$ cat src/rtl/truth_table_sweeper_if.sv
// rtl/truth_table_sweeper_if.sv - stimulus/capture signal bundle for the truth-table sweeper
//
// Purpose: groups the sweep handshake, stimulus vector and capture results.
//   master modport: the side that requests sweeps and evaluates the function
//   slave  modport: the sweeper itself
// Signals:
//   start        sweep request (sampled only while the sweeper is idle)
//   f_in         function output, combinational from vars_out
//   vars_out     input vector to the function, MSB = variable a
//   m_idx        current minterm index (same value as vars_out)
//   busy, done   sweep in progress / one-cycle completion pulse
//   table_out    captured truth table, bit i = f(minterm i)
//   ones_count   number of true minterms
//   mismatch     captured table differs from golden (checker builds only)
//   mismatch_idx lowest differing minterm (checker builds only)
interface truth_table_sweeper_if #(
    parameter int N_VARS = 4
);
    logic                    start;
    logic                    f_in;
    logic [N_VARS-1:0]       vars_out;
    logic [N_VARS-1:0]       m_idx;
    logic                    busy;
    logic                    done;
    logic [(2**N_VARS)-1:0]  table_out;
    logic [N_VARS:0]         ones_count;
    logic                    mismatch;
    logic [N_VARS-1:0]       mismatch_idx;

    modport master (
        output start, f_in,
        input  vars_out, m_idx, busy, done, table_out, ones_count, mismatch, mismatch_idx
    );

    modport slave (
        input  start, f_in,
        output vars_out, m_idx, busy, done, table_out, ones_count, mismatch, mismatch_idx
    );
endinterface

$ cat src/rtl/truth_table_sweeper.sv
// rtl/truth_table_sweeper.sv - clocked minterm sweep and truth-table capture for N-input functions
//
// Purpose: walks vars_out through minterms 0..2**N_VARS-1 (a = MSB), holds each
// for SETTLE+1 cycles, samples f_in on the last of them, and assembles the
// truth table plus a count of true minterms. start/busy/done form the handshake.
// Ports:
//   clk    rising-edge clock
//   rst_n  asynchronous active-low reset
//   sw     truth_table_sweeper_if.slave (start, f_in in; vector, status, results out)
// Optional feature: define SOP_CHECK_EN to compare the captured table with
// EXPECTED on entry to DONE (mismatch, mismatch_idx). Without it both are 0.
module truth_table_sweeper #(
    parameter int                     N_VARS   = 4,
    parameter int                     SETTLE   = 1,
    parameter logic [(2**N_VARS)-1:0] EXPECTED = 16'h3C00
) (
    input  logic                  clk,
    input  logic                  rst_n,
    truth_table_sweeper_if.slave  sw
);
    localparam int TBL = 2**N_VARS;
    localparam logic [N_VARS-1:0] LAST_IDX = N_VARS'(TBL - 1);
    localparam logic [3:0]        SETTLE_W = 4'(SETTLE);

    typedef enum logic [1:0] {
        IDLE  = 2'd0,
        DRIVE = 2'd1,
        DONE  = 2'd2
    } state_t;

    state_t            state_q, state_d;
    logic [N_VARS-1:0] m_idx_q, m_idx_d;
    logic [3:0]        cnt_q, cnt_d;
    logic [TBL-1:0]    table_q, table_d;
    logic [N_VARS:0]   ones_q, ones_d;

`ifdef SOP_CHECK_EN
    logic              mm_q, mm_d;
    logic [N_VARS-1:0] mm_idx_q, mm_idx_d;
    logic [TBL-1:0]    diff;
`endif

    always_ff @(posedge clk or negedge rst_n) begin
        if (!rst_n) begin
            state_q  <= IDLE;
            m_idx_q  <= '0;
            cnt_q    <= '0;
            table_q  <= '0;
            ones_q   <= '0;
`ifdef SOP_CHECK_EN
            mm_q     <= 1'b0;
            mm_idx_q <= '0;
`endif
        end else begin
            state_q  <= state_d;
            m_idx_q  <= m_idx_d;
            cnt_q    <= cnt_d;
            table_q  <= table_d;
            ones_q   <= ones_d;
`ifdef SOP_CHECK_EN
            mm_q     <= mm_d;
            mm_idx_q <= mm_idx_d;
`endif
        end
    end

    always_comb begin
        state_d  = state_q;
        m_idx_d  = m_idx_q;
        cnt_d    = cnt_q;
        table_d  = table_q;
        ones_d   = ones_q;
`ifdef SOP_CHECK_EN
        mm_d     = mm_q;
        mm_idx_d = mm_idx_q;
        diff     = '0;
`endif
        case (state_q)
            IDLE: begin
                if (sw.start) begin
                    state_d = DRIVE;
                    m_idx_d = '0;
                    cnt_d   = '0;
                    table_d = '0;
                    ones_d  = '0;
`ifdef SOP_CHECK_EN
                    mm_d     = 1'b0;
                    mm_idx_d = '0;
`endif
                end
            end
            DRIVE: begin
                if (cnt_q == SETTLE_W) begin
                    // Last cycle of this minterm: the vector has been stable for SETTLE cycles.
                    table_d[m_idx_q] = sw.f_in;
                    ones_d           = ones_q + (N_VARS+1)'(sw.f_in);
                    cnt_d            = '0;
                    if (m_idx_q == LAST_IDX) begin
                        state_d = DONE;
                        // Vector parks at 0 once the sweep is over; the last index never wraps.
                        m_idx_d = '0;
`ifdef SOP_CHECK_EN
                        diff     = table_d ^ EXPECTED;
                        mm_d     = |diff;
                        mm_idx_d = '0;
                        // Scan downwards so the lowest differing minterm is the one kept.
                        for (int i = TBL - 1; i >= 0; i--) begin
                            if (diff[i]) begin
                                mm_idx_d = N_VARS'(i);
                            end
                        end
`endif
                    end else begin
                        m_idx_d = m_idx_q + 1'b1;
                    end
                end else begin
                    cnt_d = cnt_q + 1'b1;
                end
            end
            DONE: begin
                state_d = IDLE;
            end
            default: begin
                state_d = IDLE;
            end
        endcase
    end

    assign sw.vars_out   = m_idx_q;
    assign sw.m_idx      = m_idx_q;
    assign sw.busy       = (state_q == DRIVE);
    assign sw.done       = (state_q == DONE);
    assign sw.table_out  = table_q;
    assign sw.ones_count = ones_q;

`ifdef SOP_CHECK_EN
    assign sw.mismatch     = mm_q;
    assign sw.mismatch_idx = mm_idx_q;
`else
    // Golden table only matters to the checker; folds to constant 0 here.
    assign sw.mismatch     = 1'b0 & (^EXPECTED);
    assign sw.mismatch_idx = '0;
`endif
endmodule
$ cat src/flat_wrapper.sv
// flat-port wrapper written by rule: the top's interface ports become plain ports
module truth_table_sweeper_flat 
#(
    parameter int                     N_VARS   = 4,
    parameter int                     SETTLE   = 1,
    parameter logic [(2**N_VARS)-1:0] EXPECTED = 16'h3C00
)
  (clk, rst_n, sw_start, sw_f_in, sw_vars_out, sw_m_idx, sw_busy, sw_done, sw_table_out, sw_ones_count, sw_mismatch, sw_mismatch_idx);
  truth_table_sweeper_if #(.N_VARS(N_VARS)) sw_i ();
  input  logic clk;
  input  logic rst_n;
  input wire logic [$bits(sw_i.start)-1:0] sw_start;
  input wire logic [$bits(sw_i.f_in)-1:0] sw_f_in;
  output wire logic [$bits(sw_i.vars_out)-1:0] sw_vars_out;
  output wire logic [$bits(sw_i.m_idx)-1:0] sw_m_idx;
  output wire logic [$bits(sw_i.busy)-1:0] sw_busy;
  output wire logic [$bits(sw_i.done)-1:0] sw_done;
  output wire logic [$bits(sw_i.table_out)-1:0] sw_table_out;
  output wire logic [$bits(sw_i.ones_count)-1:0] sw_ones_count;
  output wire logic [$bits(sw_i.mismatch)-1:0] sw_mismatch;
  output wire logic [$bits(sw_i.mismatch_idx)-1:0] sw_mismatch_idx;
  assign sw_i.start = sw_start;
  assign sw_i.f_in = sw_f_in;
  assign sw_vars_out = sw_i.vars_out;
  assign sw_m_idx = sw_i.m_idx;
  assign sw_busy = sw_i.busy;
  assign sw_done = sw_i.done;
  assign sw_table_out = sw_i.table_out;
  assign sw_ones_count = sw_i.ones_count;
  assign sw_mismatch = sw_i.mismatch;
  assign sw_mismatch_idx = sw_i.mismatch_idx;
  truth_table_sweeper #(.N_VARS(N_VARS), .SETTLE(SETTLE), .EXPECTED(EXPECTED)) u_core (.clk(clk), .rst_n(rst_n), .sw(sw_i));
endmodule
$ cat config.mk
export PLATFORM = sky130hd
export DESIGN_NAME = truth_table_sweeper_flat
export DESIGN_NICKNAME = d
export VERILOG_FILES = /design/src/rtl/truth_table_sweeper_if.sv /design/src/rtl/truth_table_sweeper.sv /design/src/flat_wrapper.sv
export SDC_FILE = /design/constraint.sdc
export NUM_CORES = 1
export LEC_CHECK = 0
export BUFFER_PORTS_ARGS = -buffer_cell sky130_fd_sc_hd__buf_4
export CAP_MARGIN = 0
export CORE_MARGIN = 2
export CORE_UTILIZATION = 58
export CTS_CLUSTER_DIAMETER = 120
export DETAILED_ROUTE_END_ITERATION = 10
export PLACE_DENSITY = 0.84
export SYNTH_ARGS = -nofsm -noshare
export SYNTH_HDL_FRONTEND = slang
export SYNTH_SLANG_ARGS = --single-unit
$ cat constraint.sdc
create_clock -name clk -period 4.75 [get_ports clk]
set_input_delay 1.425 -clock clk [delete_from_list [all_inputs] [get_ports clk]]
set_output_delay 1.425 -clock clk [all_outputs]
set_load 0.005 [all_outputs]
==> summary.txt <==
Run status
  • Status: completed

Route
  • Iter 0 DRT Violations: 93
  • DRT antenna net count: 0
  • Vias per cell: 5.724
  • Final wirelength: 3852 µm
  • Vias: 1454
  • Wire length per cell: 15.17 µm
  • 1st-pass router iterations: 4
  • Drt drc: 0

Synthesis
  • Post-synthesis simple-gate area fraction: 0.2143
  • Largest family of logic cells by synthesized area: simple AND/OR/NAND/NOR gates
  • Cell Area, Synth: 1851 µm²
  • Synth Area in Adders: 0.05409
  • Seq/Total Area, Yosys: 0.4192
  • Mean area per synthesized cell: 9.843 µm²
  • Compound-gate portion of the synthesized area: 0.1298
  • Post-Synth XOR/XNOR Area: 0
  • EDFF count, synth: 0
  • Top_reg_cell synth: dfrtp_1
  • Synth Register Bits: 31
  • Synth top area share: 0.4192
  • Post-Synthesis Cells: 188
  • Area contributors post-synth: dfrtp_1 42%, mux2i_1 8.7%, ha_1 5.4%, nand2_1 4.1%, nor4bb_1 3.8%
  • Share of synthesized registers carrying an async set or reset: 1.000
  • Biggest area consumer among synthesized cells: dfrtp_1
  • Yosys warns: 0
  • Multiplexer share of the synthesized area: 0.09263
  • Yosys cell types: 38

GRT
  • Vias in the first global route: 1400
  • First-pass GRT wire length: 6313 µm
  • Largest net degree at the start of global routing: 32
  • Initial antenna violation count: 0
  • Grt ovf: 0
  • Gr usage total: 0.2379

Final layout
  • Most frequent cells in the layout: 34 x buf_4, 31 x dfrtp_1, 20 x nand2_1, 16 x mux2i_1, 14 x o21ai_0
  • Most common cell after layout, fill and taps aside: buf_4
  • NumNets Final: 222
  • Finished layout cell area: 2096 µm²
  • Area delta synth->final: 13.25%
  • Fillcell total: 252
  • Multi-input gate area: 927.1 µm²
  • Register area: 775.7 µm²
  • Final Non-Filler Cells: 254
  • Fin util: 0.6865
  • Layout cell share with drive strength beyond 1: 0.2143
  • Antenna diodes: 0

Worst hold path
  • Worst min path class: reg -> reg
  • Hold Startpoint: u_core.sw.table_out[15]

Timing
  • Hold WS: 0.5128 ns
  • Clk_skew: 0.01214 ns
  • Relative slew slack: 0.5384
  • Final min period: 3.129 ns
  • Setup Viol. Count Final: 0
  • Final WS setup: 1.621 ns
  • Highest Clock Rate: 319.6 MHz
  • Hold Vio Cnt, Final: 0
  • Least-Margin Pin Slew: 0.6910 ns
  • Unrepaired setup endpoints after global routing: no
  • Fin crit share: 0.6587
  • Setup TNS: 0 ns
  • Max Slew Vio Count: 0

Placement
  • Dpl cell area: 2039 µm²
  • Detailed placement HPWL: 2750 µm
  • IO Port Bufs: 34
  • Final GP Congestion: 0.8348
  • DP Worst Slack: 1.867 ns
  • DP Cell Count: 247

Floorplan
  • Area of the die: 3658 µm²
  • Core area: 3053 µm²
  • IO Count: 40
  • Initial Util: 0.6061
  • Die Height: 60.49 µm
  • Die W: 60.49 µm
  • Standard-cell rows: 20

Clock tree
  • Worst-Skew Late Latency: 0.34 ns
  • Cts hold-fix bufs: 0
  • H-tree Lvls: 2
  • CTS tree: built
  • CTS resizes: 0
  • Sink Count: 31
  • CTS clock-pin slew for the worst setup and hold paths: 0.10 ns
  • Post-CTS Setup Repair Bufs: 0
  • Root buffer cell: clkbuf_4
  • Num CTS Buffers: 5
  • Clock buffer depth: 2

Pwr
  • Maximum VDD drop: 0.2854 mV
  • Gate power share: 0.449
  • Power Total: 1.106 mW
  • P_sw: 0.4343 mW
  • Switching fraction of total power: 0.3926
  • Sequential power share: 0.410
  • Leakage: 1.015 nW
  • Power share of the clock group: 0.141
  • Int Pwr: 0.6718 mW
  • PwrDens: 527.8 nW/µm²

Critical path
  • Critical setup path kind: reg -> out
  • CP max FO: 23
  • Worst setup SP type: flip-flop
  • Worst Path Required: 3.32 ns
  • Critical R2R Launch: u_core.state_q[1]
  • CP endpoint kind: output port
  • CP arrival: 1.70 ns
  • CP startpoint: u_core.state_q[1]

Job
  • Max cap viols: 0
==> per-layer routing <==
metal | part of all wire | vias up | global-route usage
li1 | - | 709 | -
met1 | 0.44 | 696 | 0.2957
met2 | 0.49 | 38 | 0.3711
met3 | 0.045 | 11 | 0.07463
met4 | 0.023 | 0 | 0.1304
met5 | 0 | - | 0
==> cells in the mapped netlist, types with 2 or more instances <==
cell type,n
buf_2,7
ha_1,8
and3_1,3
nor3_1,4
a21oi_1,4
o211ai_1,2
nor2_1,2
nor4b_1,3
dfrtp_1,31
a221o_1,3
a211oi_1,2
nor4bb_1,7
a2111o_1,2
clkbuf_1,6
inv_1,7
a22o_1,4
buf_4,9
nor2b_1,2
nand2_1,20
nand3_1,10
o21ai_0,14
mux2i_1,16
nand2b_1,7
==> state kept, by name, indices dropped and copies added, names as in the netlist <==
name,cells
u_core.sw.ones_count,5
u_core.state_q,2
u_core.cnt_q,4
u_core.sw.m_idx,4
u_core.sw.table_out,16
==> power groups by stage <==
stage | Sequential, mW | Combinational [mW] | Clock (mW)
6_report | 0.453 | 0.497 | 0.156
2_1_floorplan | 0.414 | 0.366 | 0
3_5_place_dp | 0.456 | 0.498 | 0
3_3_place_gp | 0.450 | 0.474 | 0
5_1_grt | 0.472 | 0.552 | 0.176
4_1_cts | 0.452 | 0.500 | 0.161
==> critical path, cell delays in order (launching register included) <==
cell and delay [ns]:
dfrtp_1 0.76, nand2b_1 0.27, inv_1 0.16, buf_4 0.17
==> kinds of logic (layout without fill, tap and decap cells) <==
kind of cell / count (synthesis) / count (layout)
AOI/OAI and AO/OA: 35 / 35
buffers and inverters: 30 / 48
and+or+nand+nor: 66 / 66
other: 1 / 5
DFF: 31 / 31
muxes: 17 / 17
adders and majority gates: 8 / 8
==> cell type report <==
type,count,share of cell area
Sequential cell,31,0.3701
Clock inverter,1,0.002388
Clock buffer,6,0.02448
Timing Repair Buffer,34,0.1218
Multi-Input combinational cell,131,0.4424
Inverter,7,0.01254
Tap cell,44,0.02627
==> path summary, 6_finish.rpt <==
check	slack, ns	cells after the start	endpoint
max in group asynchronous	3.46	1	u_core.cnt_q[0]
min in group asynchronous	0.99	1	u_core.sw.ones_count[3]
min reg2reg	0.51	2	u_core.sw.table_out[15]
min	0.51	2	u_core.sw.table_out[15]
max	1.62	3	sw_busy
max reg2reg	2.62	3	u_core.sw.table_out[2]
Power figures use the tool's default switching activity.
